[src/rtl/ddr_deser_if.sv]
// Output stream of ddr_deser: assembled word with valid/ready handshake.
interface ddr_deser_if #(
  parameter int unsigned W_WORD = 32
);
  logic [W_WORD-1:0] out_data;
  logic              out_valid;
  logic              out_ready;

  modport master (output out_data, output out_valid, input out_ready);
  modport slave  (input out_data, input out_valid, output out_ready);
endinterface

[src/rtl/ddr_in.sv]
// DDR input capture: rise sample on posedge, fall sample on negedge, both retimed
// to the following posedge so q_rise/q_fall hold beat k after posedge k+1.
module ddr_in #(
  parameter int unsigned W = 4
) (
  input  logic         clk,
  input  logic         rst,
  input  logic [W-1:0] pad,
  output logic [W-1:0] q_rise,
  output logic [W-1:0] q_fall
);
  logic [W-1:0] rise_s;
  logic [W-1:0] fall_s;

`ifdef DDRIN_ICE40
  for (genvar i = 0; i < W; i++) begin : g_io
    SB_IO #(
      .PIN_TYPE(6'b000000)
    ) u_io (
      .PACKAGE_PIN(pad[i]),
      .INPUT_CLK  (clk),
      .D_IN_0     (rise_s[i]),
      .D_IN_1     (fall_s[i])
    );
  end
`else
  always_ff @(posedge clk or posedge rst) begin
    if (rst) rise_s <= '0;
    else     rise_s <= pad;
  end

  always_ff @(negedge clk or posedge rst) begin
    if (rst) fall_s <= '0;
    else     fall_s <= pad;
  end
`endif

  always_ff @(posedge clk or posedge rst) begin
    if (rst) begin
      q_rise <= '0;
      q_fall <= '0;
    end else begin
      q_rise <= rise_s;
      q_fall <= fall_s;
    end
  end
endmodule

[src/rtl/ddr_deser.sv]
// DDR deserializer: packs BEATS {fall,rise} beats into one word, with sync-based
// alignment and a 2-entry output buffer with sticky overflow.
module ddr_deser #(
  parameter int unsigned W_PAD = 4,
  parameter int unsigned BEATS = 4
) (
  input  logic             clk,
  input  logic             rst,
  input  logic [W_PAD-1:0] pad_in,
  input  logic             en,
  input  logic             sync,
  ddr_deser_if.master      stream,
  output logic             overflow,
  input  logic             clr_overflow
);
  localparam int unsigned BW     = 2 * W_PAD;
  localparam int unsigned W_WORD = BW * BEATS;
  localparam int unsigned CW     = (BEATS > 1) ? $clog2(BEATS) : 1;

  typedef enum logic [1:0] {EMPTY, ONE, FULL} occ_t;

  logic [W_PAD-1:0]  q_rise, q_fall;
  logic              en_d, sync_d, en_q, sync_q;
  logic [BW-1:0]     beat;
  logic [CW-1:0]     cnt, eff_cnt;
  logic [W_WORD-1:0] partial, word_next, head, tail;
  logic              complete, pop, drop;
  occ_t              occ;

  ddr_in #(.W(W_PAD)) u_ddr_in (
    .clk   (clk),
    .rst   (rst),
    .pad   (pad_in),
    .q_rise(q_rise),
    .q_fall(q_fall)
  );

  assign beat = {q_fall, q_rise};

  // en/sync travel two stages so they line up with the retimed beat
  always_ff @(posedge clk or posedge rst) begin
    if (rst) begin
      en_d   <= 1'b0;
      sync_d <= 1'b0;
      en_q   <= 1'b0;
      sync_q <= 1'b0;
    end else begin
      en_d   <= en;
      sync_d <= sync;
      en_q   <= en_d;
      sync_q <= sync_d;
    end
  end

  always_comb begin
    eff_cnt   = sync_q ? '0 : cnt;
    word_next = partial;
    for (int unsigned i = 0; i < BEATS; i++) begin
      if (eff_cnt == CW'(i)) word_next[i*BW +: BW] = beat;
    end
    complete = en_q && (eff_cnt == CW'(BEATS - 1));
    pop      = stream.out_ready && (occ != EMPTY);
    drop     = complete && (occ == FULL) && !pop;
  end

  always_ff @(posedge clk or posedge rst) begin
    if (rst) begin
      cnt      <= '0;
      partial  <= '0;
      head     <= '0;
      tail     <= '0;
      occ      <= EMPTY;
      overflow <= 1'b0;
    end else begin
      if (!en_q || complete) cnt <= '0;
      else                   cnt <= eff_cnt + CW'(1);
      if (en_q) partial <= word_next;

      unique case (occ)
        EMPTY: if (complete) begin
          head <= word_next;
          occ  <= ONE;
        end
        ONE: begin
          if (complete) begin
            if (pop) head <= word_next;
            else begin
              tail <= word_next;
              occ  <= FULL;
            end
          end else if (pop) occ <= EMPTY;
        end
        FULL: if (pop) begin
          head <= tail;
          if (complete) tail <= word_next;
          else          occ  <= ONE;
        end
        default: occ <= EMPTY;
      endcase

      if (drop)              overflow <= 1'b1;
      else if (clr_overflow) overflow <= 1'b0;
    end
  end

  assign stream.out_data  = head;
  assign stream.out_valid = (occ != EMPTY);
endmodule

[src/flat_wrapper.sv]
// flat-port wrapper written by rule: the top's interface ports become plain ports
module ddr_deser_flat 
#(
  parameter int unsigned W_PAD = 4,
  parameter int unsigned BEATS = 4
)
  (clk, rst, pad_in, en, sync, overflow, clr_overflow, stream_out_data, stream_out_valid, stream_out_ready);
  ddr_deser_if #(.W_WORD(((2 * W_PAD) * BEATS))) stream_i ();
  input  logic clk;
  input  logic rst;
  input  logic [W_PAD-1:0] pad_in;
  input  logic en;
  input  logic sync;
  output logic overflow;
  input  logic clr_overflow;
  output wire logic [$bits(stream_i.out_data)-1:0] stream_out_data;
  output wire logic [$bits(stream_i.out_valid)-1:0] stream_out_valid;
  input wire logic [$bits(stream_i.out_ready)-1:0] stream_out_ready;
  assign stream_out_data = stream_i.out_data;
  assign stream_out_valid = stream_i.out_valid;
  assign stream_i.out_ready = stream_out_ready;
  ddr_deser #(.W_PAD(W_PAD), .BEATS(BEATS)) u_core (.clk(clk), .rst(rst), .pad_in(pad_in), .en(en), .sync(sync), .stream(stream_i), .overflow(overflow), .clr_overflow(clr_overflow));
endmodule
[config.mk]
export PLATFORM = sky130hd
export DESIGN_NAME = ddr_deser_flat
export DESIGN_NICKNAME = d
export VERILOG_FILES = /design/src/rtl/ddr_deser_if.sv /design/src/rtl/ddr_in.sv /design/src/rtl/ddr_deser.sv /design/src/flat_wrapper.sv
export SDC_FILE = /design/constraint.sdc
export NUM_CORES = 1
export LEC_CHECK = 0
export BUFFER_PORTS_ARGS = -buffer_cell sky130_fd_sc_hd__buf_2
export CAP_MARGIN = 10
export CORE_ASPECT_RATIO = 1.75
export CORE_MARGIN = 2
export CORE_UTILIZATION = 55
export CTS_CLUSTER_SIZE = 25
export DETAILED_ROUTE_END_ITERATION = 12
export PLACE_DENSITY = 0.75
export SLEW_MARGIN = 10
export SYNTH_ARGS = -nofsm -noshare
export SYNTH_HDL_FRONTEND = slang
export SYNTH_SLANG_ARGS = --single-unit
[constraint.sdc]
create_clock -name clk -period 5.7 [get_ports clk]
set_input_delay 1.14 -clock clk [delete_from_list [all_inputs] [get_ports clk]]
set_output_delay 1.14 -clock clk [all_outputs]
set_load 0.02 [all_outputs]
==> results.toml, run 1 <==
[synth]
synth_seq_cells = 121
synthFlopType = "dfrtp_1"
syn_avg_cell_area_sq_um = 13.51
synth_top_cells_by_count = "dfrtp_1, mux2i_1, mux2_2"
yosys-top-cells-area = "dfrtp_1, mux2i_1, mux2_2"
synth_area_sq_mm = 0.005134
ys_types = 25
synth_seq_area_share_pct = 58.98
synth_top_area_cell = "dfrtp_1"
synth_enable_flop_cells = 0
async_flop_share_pct = 100.0
total_of_warnings_raised_by_yosys = 0
yosysTopAreaCellShare_pct = 57.03
most_frequent_cell_after_synthesis = "dfrtp_1"
syn_nets = 394
number_of_cells_produced_by_synthesis = 380

[critical_path]
worstPathCellList = "buf_2"
worstSetupEndpointType = "flop"
critPathArrivalTime_ns = 1.24
critPathSlowestCell = "buf_2"
critical_path.max_fanout = 2
worst_setup_path_start_kind = "input port"
worst-endpoint-required_ns = 3.09
setup.worst_path.class = "input port to flop"
timing.critical_path.max_delay_family = "buffers and inverters"
slowest_delay_ns = 0.10
cp.buffers_inverters = 1

[floorplan]
die_width_um = 77.03
num_rows = 46
floorplan.initialDensity_pct = 56.45
die-height_um = 131.8
io_pins = 44
fp.dieArea_sq_mm = 0.01015
design.core.area_sq_mm = 0.009094

[grt]
grt.met3_usage_pct = 5.274
grt_pass1_wl_um = 15590
grt_max_degree = 59
antenna_found_initial = 0
globalRouteMet2Util_pct = 34.06
globalRoute.totalOverflow = 0
grt_busiest_layer = "met2"
first_global_vias = 3209
gr-usage-met1_pct = 22.79
grt_use_total_pct = 20.09

[sta]
worst_slew_pin_slew_ns = 0.9129
totalNegativeSetupSlack_ns = 0
grt_setup_unrepaired = "false"
maxSlewViolCount = 0
timing.slew.headroom_pct = 38.96
count_of_final_hold_check_violations = 0
setup_violations = 0
clock-skew-final_ns = 0.02425

[clock_network]
cts.path.max_buffers = 2
holdBufCountCts = 0
cts_tree = "yes"
cts_post_setup_buffers_inserted = 0
cts_made_buffers = 17
numClockSinks = 121
cts_repair_resize_count = 0
clock_latency_ns = 0.41
worst_setup_hold_path_clk_slew_ns = 0.05
ctsRootBufferMaster = "clkbuf_16"
cts-htree-levels = 4

[cells_and_area]
ant_diodes = 0
fin_area_sq_mm = 0.006100
layout.filler_cells = 732
post-route-util_pct = 67.07
area_growth_pct = 18.82
post_route_cells_drive_above_1_share_pct = 32.50
finalNetCount = 441

[route]
routed_wire_length_per_instance_um = 16.44
vias = 2925
detail-route-antenna-nets = 0
route.detailed.vias_per_inst = 5.223
detail_route.wirelength_um = 9206
detailedRoute.firstIterationViolations = 114
drt-pass1-iter-count = 4
number_of_drc_violations_after_detailed_routing = 0

[power]
power_density_mw_per_mm2 = 410.7
share_seq_of_total_power_pct = 39.8
peakVddDrop_mv = 0.2862
switchingPower_uw = 579.7
total_leakage_power_uw = 0.003111
power_frac_clock_pct = 48.7
p_int_uw = 1926
fraction_of_power_consumed_by_combinational_cells_pct = 11.5
p_sw_share_pct = 23.14

[placement]
buffer_ports.inserted = 43
post_dp_hpwl_um = 6042
dpl_cell_area_sq_mm = 0.005413
globalplace.congestion = 0.7559

[flow_run]
drv.max_cap_violation_count = 0

[worst_hold_path]
hp-class = "flop to flop"

[status]
run_status = "complete, no violations"
-- worst paths after layout --
path	from	endpoint	slack, ns	cells past startpoint
max	pad_in[0]	u_core.u_ddr_in.fall_s[0]	1.84	1
min	u_core.u_ddr_in.rise_s[1]	u_core.u_ddr_in.q_rise[1]	0.35	0
max reg2reg	u_core.sync_q	u_core.stream.out_data[2]	2.17	7
min reg2reg	u_core.u_ddr_in.rise_s[1]	u_core.u_ddr_in.q_rise[1]	0.35	0
max in group asynchronous	rst	u_core.u_ddr_in.fall_s[3]	2.15	2
min in group asynchronous	rst	u_core.u_ddr_in.rise_s[0]	0.63	2
-- power groups by stage --
stage	clock network, uW	registers (uW)	logic (uW)
after floorplan	0	1060	149
after global placement	0	1010	283
after detailed placement	0	1010	291
after CTS	1240	998	293
after global routing	1280	1010	315
final	1220	998	287
-- state kept, by name (all words and copies together), names as in the netlist, 2 cells and up --
| register | flops |
|---|---|
| u_core.u_ddr_in.fall_s | 4 |
| u_core.u_ddr_in.q_fall | 4 |
| u_core.occ | 2 |
| u_core.tail | 32 |
| u_core.partial | 32 |
| u_core.u_ddr_in.rise_s | 4 |
| u_core.cnt | 2 |
| u_core.stream.out_data | 32 |
| u_core.u_ddr_in.q_rise | 4 |
-- metal layers --
layer  vias to the layer above  share of wire, %
met2                        53                53
met3                        19               3.2
li1                       1395                 -
met5                         -                 0
met1                      1458                40
met4                         0               3.2
-- cell usage in the layout (no fill, tap or decap), drive strengths merged --
cell type / n
mux2i: 73
clkbuf: 21
a21oi: 26
nand2b: 3
bufinv: 6
nor2b: 2
nand2: 2
nand4b: 1
inv: 27
nor2: 27
a21o: 1
or3b: 1
dfrtn: 4
nand3b: 1
o211ai: 1
clkinv: 2
mux2: 65
o32ai: 1
ha: 4
or2: 1
dfrtp: 117
clkinvlp: 4
o22ai: 1
buf: 49
-- logic make-up after synthesis --
kind of cell | count (synthesis) | synth area share, %
fa+ha+maj | 4 | 0.9749
compound gates | 30 | 3.437
buf+inv | 49 | 4.728
mux | 138 | 28.49
flops | 121 | 58.98
simple gates | 38 | 3.388
-- area by class of cell --
type                            count  area [sq um]  area share [%]
Sequential cell                   121          3028           49.64
Timing Repair Buffer               49         260.3           4.267
Multi-Input combinational cell    210          1866           30.58
Inverter                           28         108.9           1.785
Clock buffer                       21         470.5           7.713
Clock inverter                     11         216.5           3.549
Tap cell                          120         150.1           2.462
-- through the flow --
step | setup slack, ns | power (uW) | hold slack [ns] | std cells
5_1_grt | 1.852 | 2603 | 0.3625 | 560
3_3_place_gp | 1.453 | 1290 | 0.3332 | 528
3_5_place_dp | 1.450 | 1303 | 0.3355 | 528
4_1_cts | 1.853 | 2531 | 0.3470 | 560
2_1_floorplan | 0.3298 | 1210 | 0.3312 | 380
6_report | 1.842 | 2505 | 0.3454 | 560
No activity file was read; power rests on OpenSTA's default activity.
==> run 2, diff against run 1 <==
Clock period 5.7 ns to 3.8 ns, I/O delays scaled along.
==> run 2 against run 1 <==
Flip-flop and latch count did not move. Worst hold slack worse by 0.0048 ns. Final cell count increased by 0.36%. First-iteration DRC count grew 79%. Routed wire length grew 2.5%. Worst setup slack got worse by 0.67 ns. Combinational power rose by 51%. Critical endpoint is now u_core.stream.out_data[1]. Largest cell class unchanged. Largest power group is now registers.
==> results.toml, run 2 (synthesis gave the netlist of run 1 again) <==
[placement]
post_dp_hpwl_um = 5946
dpl_cell_area_sq_mm = 0.005440
buffer_ports.inserted = 43
placement.setup.worst_slack_ns = 0.8714
globalplace.congestion = 0.7535

[clock_network]
holdBufCountCts = 0
worst_setup_hold_path_clk_slew_ns = 0.05
cts.path.max_buffers = 2
cts_repair_resize_count = 0
cts-htree-levels = 4
cts_post_setup_buffers_inserted = 0
ctsRootBufferMaster = "clkbuf_16"
clock_latency_ns = 0.40
cts_tree = "yes"
cts_made_buffers = 17
numClockSinks = 121

[critical_path]
worst-endpoint-required_ns = 4.08
regToRegSetupSlack_ns = 1.18
critical_path.max_fanout = 24
critPathArrivalTime_ns = 2.90
worstSetupEndpointType = "flop"
worst_setup_path_start_kind = "flop"
setup.worst_path.class = "flop to flop"

[power]
peakVddDrop_mv = 0.4824
total_leakage_power_uw = 0.003054
power_density_mw_per_mm2 = 556.4

[route]
drt-pass1-iter-count = 6
vias = 2932
number_of_drc_violations_after_detailed_routing = 0
detail_route.wirelength_um = 9437
routed_wire_length_per_instance_um = 16.79
detail-route-antenna-nets = 0
detailedRoute.firstIterationViolations = 204
route.detailed.vias_per_inst = 5.217

[cells_and_area]
layout_commonest_cell = "dfrtp_1"
fin_area_sq_mm = 0.005957
post-route-util_pct = 65.51
finalNetCount = 443
area_growth_pct = 16.04
ant_diodes = 0
post_route_cells_drive_above_1_share_pct = 31.22
layout_common_cells = "dfrtp_1, mux2i_1, mux2_2"

[grt]
globalRoute.totalOverflow = 0
grt_use_total_pct = 20.16
antenna_found_initial = 0
grt_max_degree = 68
first_global_vias = 3089
grt_pass1_wl_um = 15570

[status]
run_status = "complete, no violations"

[floorplan]
io_pins = 44
num_rows = 46
die-height_um = 131.8
floorplan.initialDensity_pct = 56.45
die_width_um = 77.03
fp.dieArea_sq_mm = 0.01015
design.core.area_sq_mm = 0.009094

[sta]
grt_setup_unrepaired = "false"
totalNegativeSetupSlack_ns = 0
fin_hold_ws_ns = 0.3406
layout_worst_path_cycle_share_pct = 69.05
finalWorstPathRequiredPeriod_ns = 2.624
worst_slew_pin_slew_ns = 0.8508
maxSlewViolCount = 0
timing.slew.headroom_pct = 43.28
setup_ws_ns = 1.176
setup_violations = 0
clock-skew-final_ns = 0.02049
max_clock_freq_ghz = 0.3811
count_of_final_hold_check_violations = 0

[worst_hold_path]
hp-class = "flop to flop"

[flow_run]
drv.max_cap_violation_count = 0
==> run 2: final cells by class <==
type	count	area, sq um
clock buffers	28	496.7
clock inverters	4	20.02
fillers	720	3137
inverters	28	108.9
multi-input cells	210	1866
flip-flops and latches	121	3028
well taps	120	150.1
repair buffers	51	287.8
==> run 2: per-layer routing <==
layer	GRT usage, %	up-vias	part of all wire [%]
met1	24.69	1480	42
met2	33.58	53	53
met3	5.205	8	2.8
met4	9.028	0	1.5
li1	-	1391	-
met5	0	-	0
==> run 2: report_power, final <==
group	total (uW)	switching (uW)	internal, uW
Sequential	1500	69.5	1430
Clock	1390	506	879
Combinational	433	251	182
==> run 2: final timing paths <==
| path | startpoint | to | depth (start not counted) |
|---|---|---|---|
| min reg2reg | u_core.u_ddr_in.rise_s[3] | u_core.u_ddr_in.q_rise[3] | 0 |
| min | u_core.u_ddr_in.rise_s[3] | u_core.u_ddr_in.q_rise[3] | 0 |
| max | u_core.sync_q | u_core.stream.out_data[1] | 7 |
| max in group asynchronous | rst | u_core.u_ddr_in.fall_s[0] | 2 |
| min in group asynchronous | rst | u_core.stream.out_data[7] | 2 |
| max reg2reg | u_core.sync_q | u_core.stream.out_data[1] | 7 |
==> run 2: worst max-delay path, stage by stage, from the launching register on <==
cell and delay [ns]:
dfrtp_1 0.37, nand2b_1 0.19, inv_1 0.12, ha_1 0.48, nand2_1 0.17, o211ai_2 0.54, buf_12 0.27, mux2_2 0.35
==> run 2: metrics by stage <==
step | total power (uW) | instances
final | 3315 | 562
after global placement | 1935 | 530
after detailed placement | 1956 | 530
after floorplan | 1814 | 380
after global routing | 3471 | 562
after CTS | 3349 | 562
==> run 3, diff against run 2 <==
Clock period 3.8 ns to 2.69 ns, I/O delays scaled along.
==> run 3 against run 2 <==
Global-route usage rose by 0.28 points. Critical path depth unchanged. Highest routed layer unchanged. Clock power grew 54%. Largest power group is now the clock network.
==> results.toml, run 3 (synthesis gave the netlist of run 1 again) <==
[sta]
layout_worst_path_cycle_share_pct = 90.60
max_clock_freq_ghz = 0.4103
finalWorstPathRequiredPeriod_ns = 2.437
count_of_final_hold_check_violations = 0
setup_violations = 0
worst_slew_pin_slew_ns = 0.7818
maxSlewViolCount = 0
setup_ws_ns = 0.2527
timing.slew.headroom_pct = 47.88
totalNegativeSetupSlack_ns = 0
grt_setup_unrepaired = "false"
clock-skew-final_ns = 0.02454

[clock_network]
cts-htree-levels = 4
cts_made_buffers = 17
cts.path.max_buffers = 2
worst_setup_hold_path_clk_slew_ns = 0.05
cts_post_setup_buffers_inserted = 0
clock_latency_ns = 0.40
numClockSinks = 121
cts_tree = "yes"
ctsRootBufferMaster = "clkbuf_16"
cts_repair_resize_count = 0
holdBufCountCts = 0

[placement]
globalplace.congestion = 0.7531
buffer_ports.inserted = 43
placement.setup.worst_slack_ns = 0.2331
post_dp_hpwl_um = 6148
numPlacedInstances = 534

[cells_and_area]
area_growth_pct = 17.82
post_route_cells_drive_above_1_share_pct = 32.74
final_cells = 566
layout_common_cells = "dfrtp_1, mux2i_1, mux2_2"
layout_commonest_cell = "dfrtp_1"
ant_diodes = 0
finalNetCount = 447

[floorplan]
num_rows = 46
die-height_um = 131.8
die_width_um = 77.03
design.core.area_sq_mm = 0.009094
io_pins = 44
floorplan.initialDensity_pct = 56.45
fp.dieArea_sq_mm = 0.01015

[grt]
grt_use_total_pct = 20.44
grt_max_degree = 65
antenna_found_initial = 0
globalRoute.totalOverflow = 0
grt_pass1_wl_um = 15800
first_global_vias = 3142

[route]
drt-pass1-iter-count = 4
routed_wire_length_per_instance_um = 16.59
detail_route.wirelength_um = 9389
detail-route-antenna-nets = 0
number_of_drc_violations_after_detailed_routing = 0
detailedRoute.firstIterationViolations = 170
route.detailed.vias_per_inst = 5.224
vias = 2957

[critical_path]
cp-endpoint = "u_core.stream.out_data[6]"
critical_path.max_fanout = 26
critPathSlowestCell = "mux2_2"
regToRegSetupSlack_ns = 0.25
worstPathCellList = "nand2b_1 -> inv_1 -> ha_1 -> nand2_1 -> o211ai_2 -> buf_4 -> mux2_2"
timing.critical_path.from = "u_core.sync_q"
crit-reg2reg-launch = "u_core.sync_q"
worstSetupEndpointType = "flop"
rr_worst_depth = 7
worst_setup_path_start_kind = "flop"
worst-endpoint-required_ns = 2.98
slowest_delay_ns = 0.38
setup.worst_path.class = "flop to flop"
worst_r2r_endpoint = "u_core.stream.out_data[6]"
critPathArrivalTime_ns = 2.73

[power]
total_leakage_power_uw = 0.003102
totalPowerFinal_uw = 4879
power_density_mw_per_mm2 = 806.6
peakVddDrop_mv = 0.6989

[status]
run_status = "complete, no violations"

[worst_hold_path]
hp-class = "input port to asynchronous set/reset pin"

[flow_run]
drv.max_cap_violation_count = 0
## run 3: cell count changes in the layout (fill, tap and decap cells not counted), sizes merged
cell	previous run	this run
clkbuf	28	23
buf	51	55
bufinv	0	2
clkinv	4	6
clkinvlp	1	2
## run 3: power by group
| part | switching, uW | total (uW) | internal [uW] |
|---|---|---|---|
| clock | 744 | 2140 | 1400 |
| combinational | 357 | 616 | 259 |
| sequential | 105 | 2120 | 2010 |
| total | 1210 | 4880 | 3670 |
## run 3: layout make-up
| type | count | area, sq um |
|---|---|---|
| inverters | 28 | 108.9 |
| flip-flops and latches | 121 | 3028 |
| clock inverters | 9 | 97.59 |
| well taps | 120 | 150.1 |
| fillers | 695 | 3045 |
| multi-input cells | 210 | 1866 |
| clock buffers | 23 | 467.9 |
| repair buffers | 55 | 330.3 |
## run 3: layer usage
layer	vias up	part of all wire, %	global-route usage, %
met4	0	1.7	7.143
met5	-	0	0
li1	1408	-	-
met1	1490	42	24.29
met3	14	2.8	5.753
met2	45	53	35.43
## run 3: how the worst min path moves through the flow
stage / from / end
after floorplan: u_core.en_d / u_core.en_q
after global placement: u_core.u_ddr_in.rise_s[0] / u_core.u_ddr_in.q_rise[0]
after detailed placement: u_core.u_ddr_in.rise_s[1] / u_core.u_ddr_in.q_rise[1]
after CTS: rst / u_core.u_ddr_in.rise_s[0]
after global routing: rst / u_core.u_ddr_in.rise_s[0]
final: rst / u_core.u_ddr_in.rise_s[0]
## run 3: critical path: cells and delay by family, from the launching register on
kind / cells / cell delay (ns)
and+or+nand+nor: 2 / 0.48
DFF: 1 / 0.37
AOI/OAI and AO/OA: 1 / 0.25
adders and majority gates: 1 / 0.33
muxes: 1 / 0.38
buffers and inverters: 2 / 0.50
## run 3: metrics by stage
step | util, % | cell area (sq um) | hold WS [ns]
2_1_floorplan | - | 5137 | 0.3312
3_3_place_gp | 60.29 | 5483 | 0.3350
3_5_place_dp | 60.29 | 5483 | 0.3347
4_1_cts | 66.51 | 6048 | 0.02471
5_1_grt | 66.51 | 6048 | 0.03170
6_report | 66.51 | 6048 | 0.03562
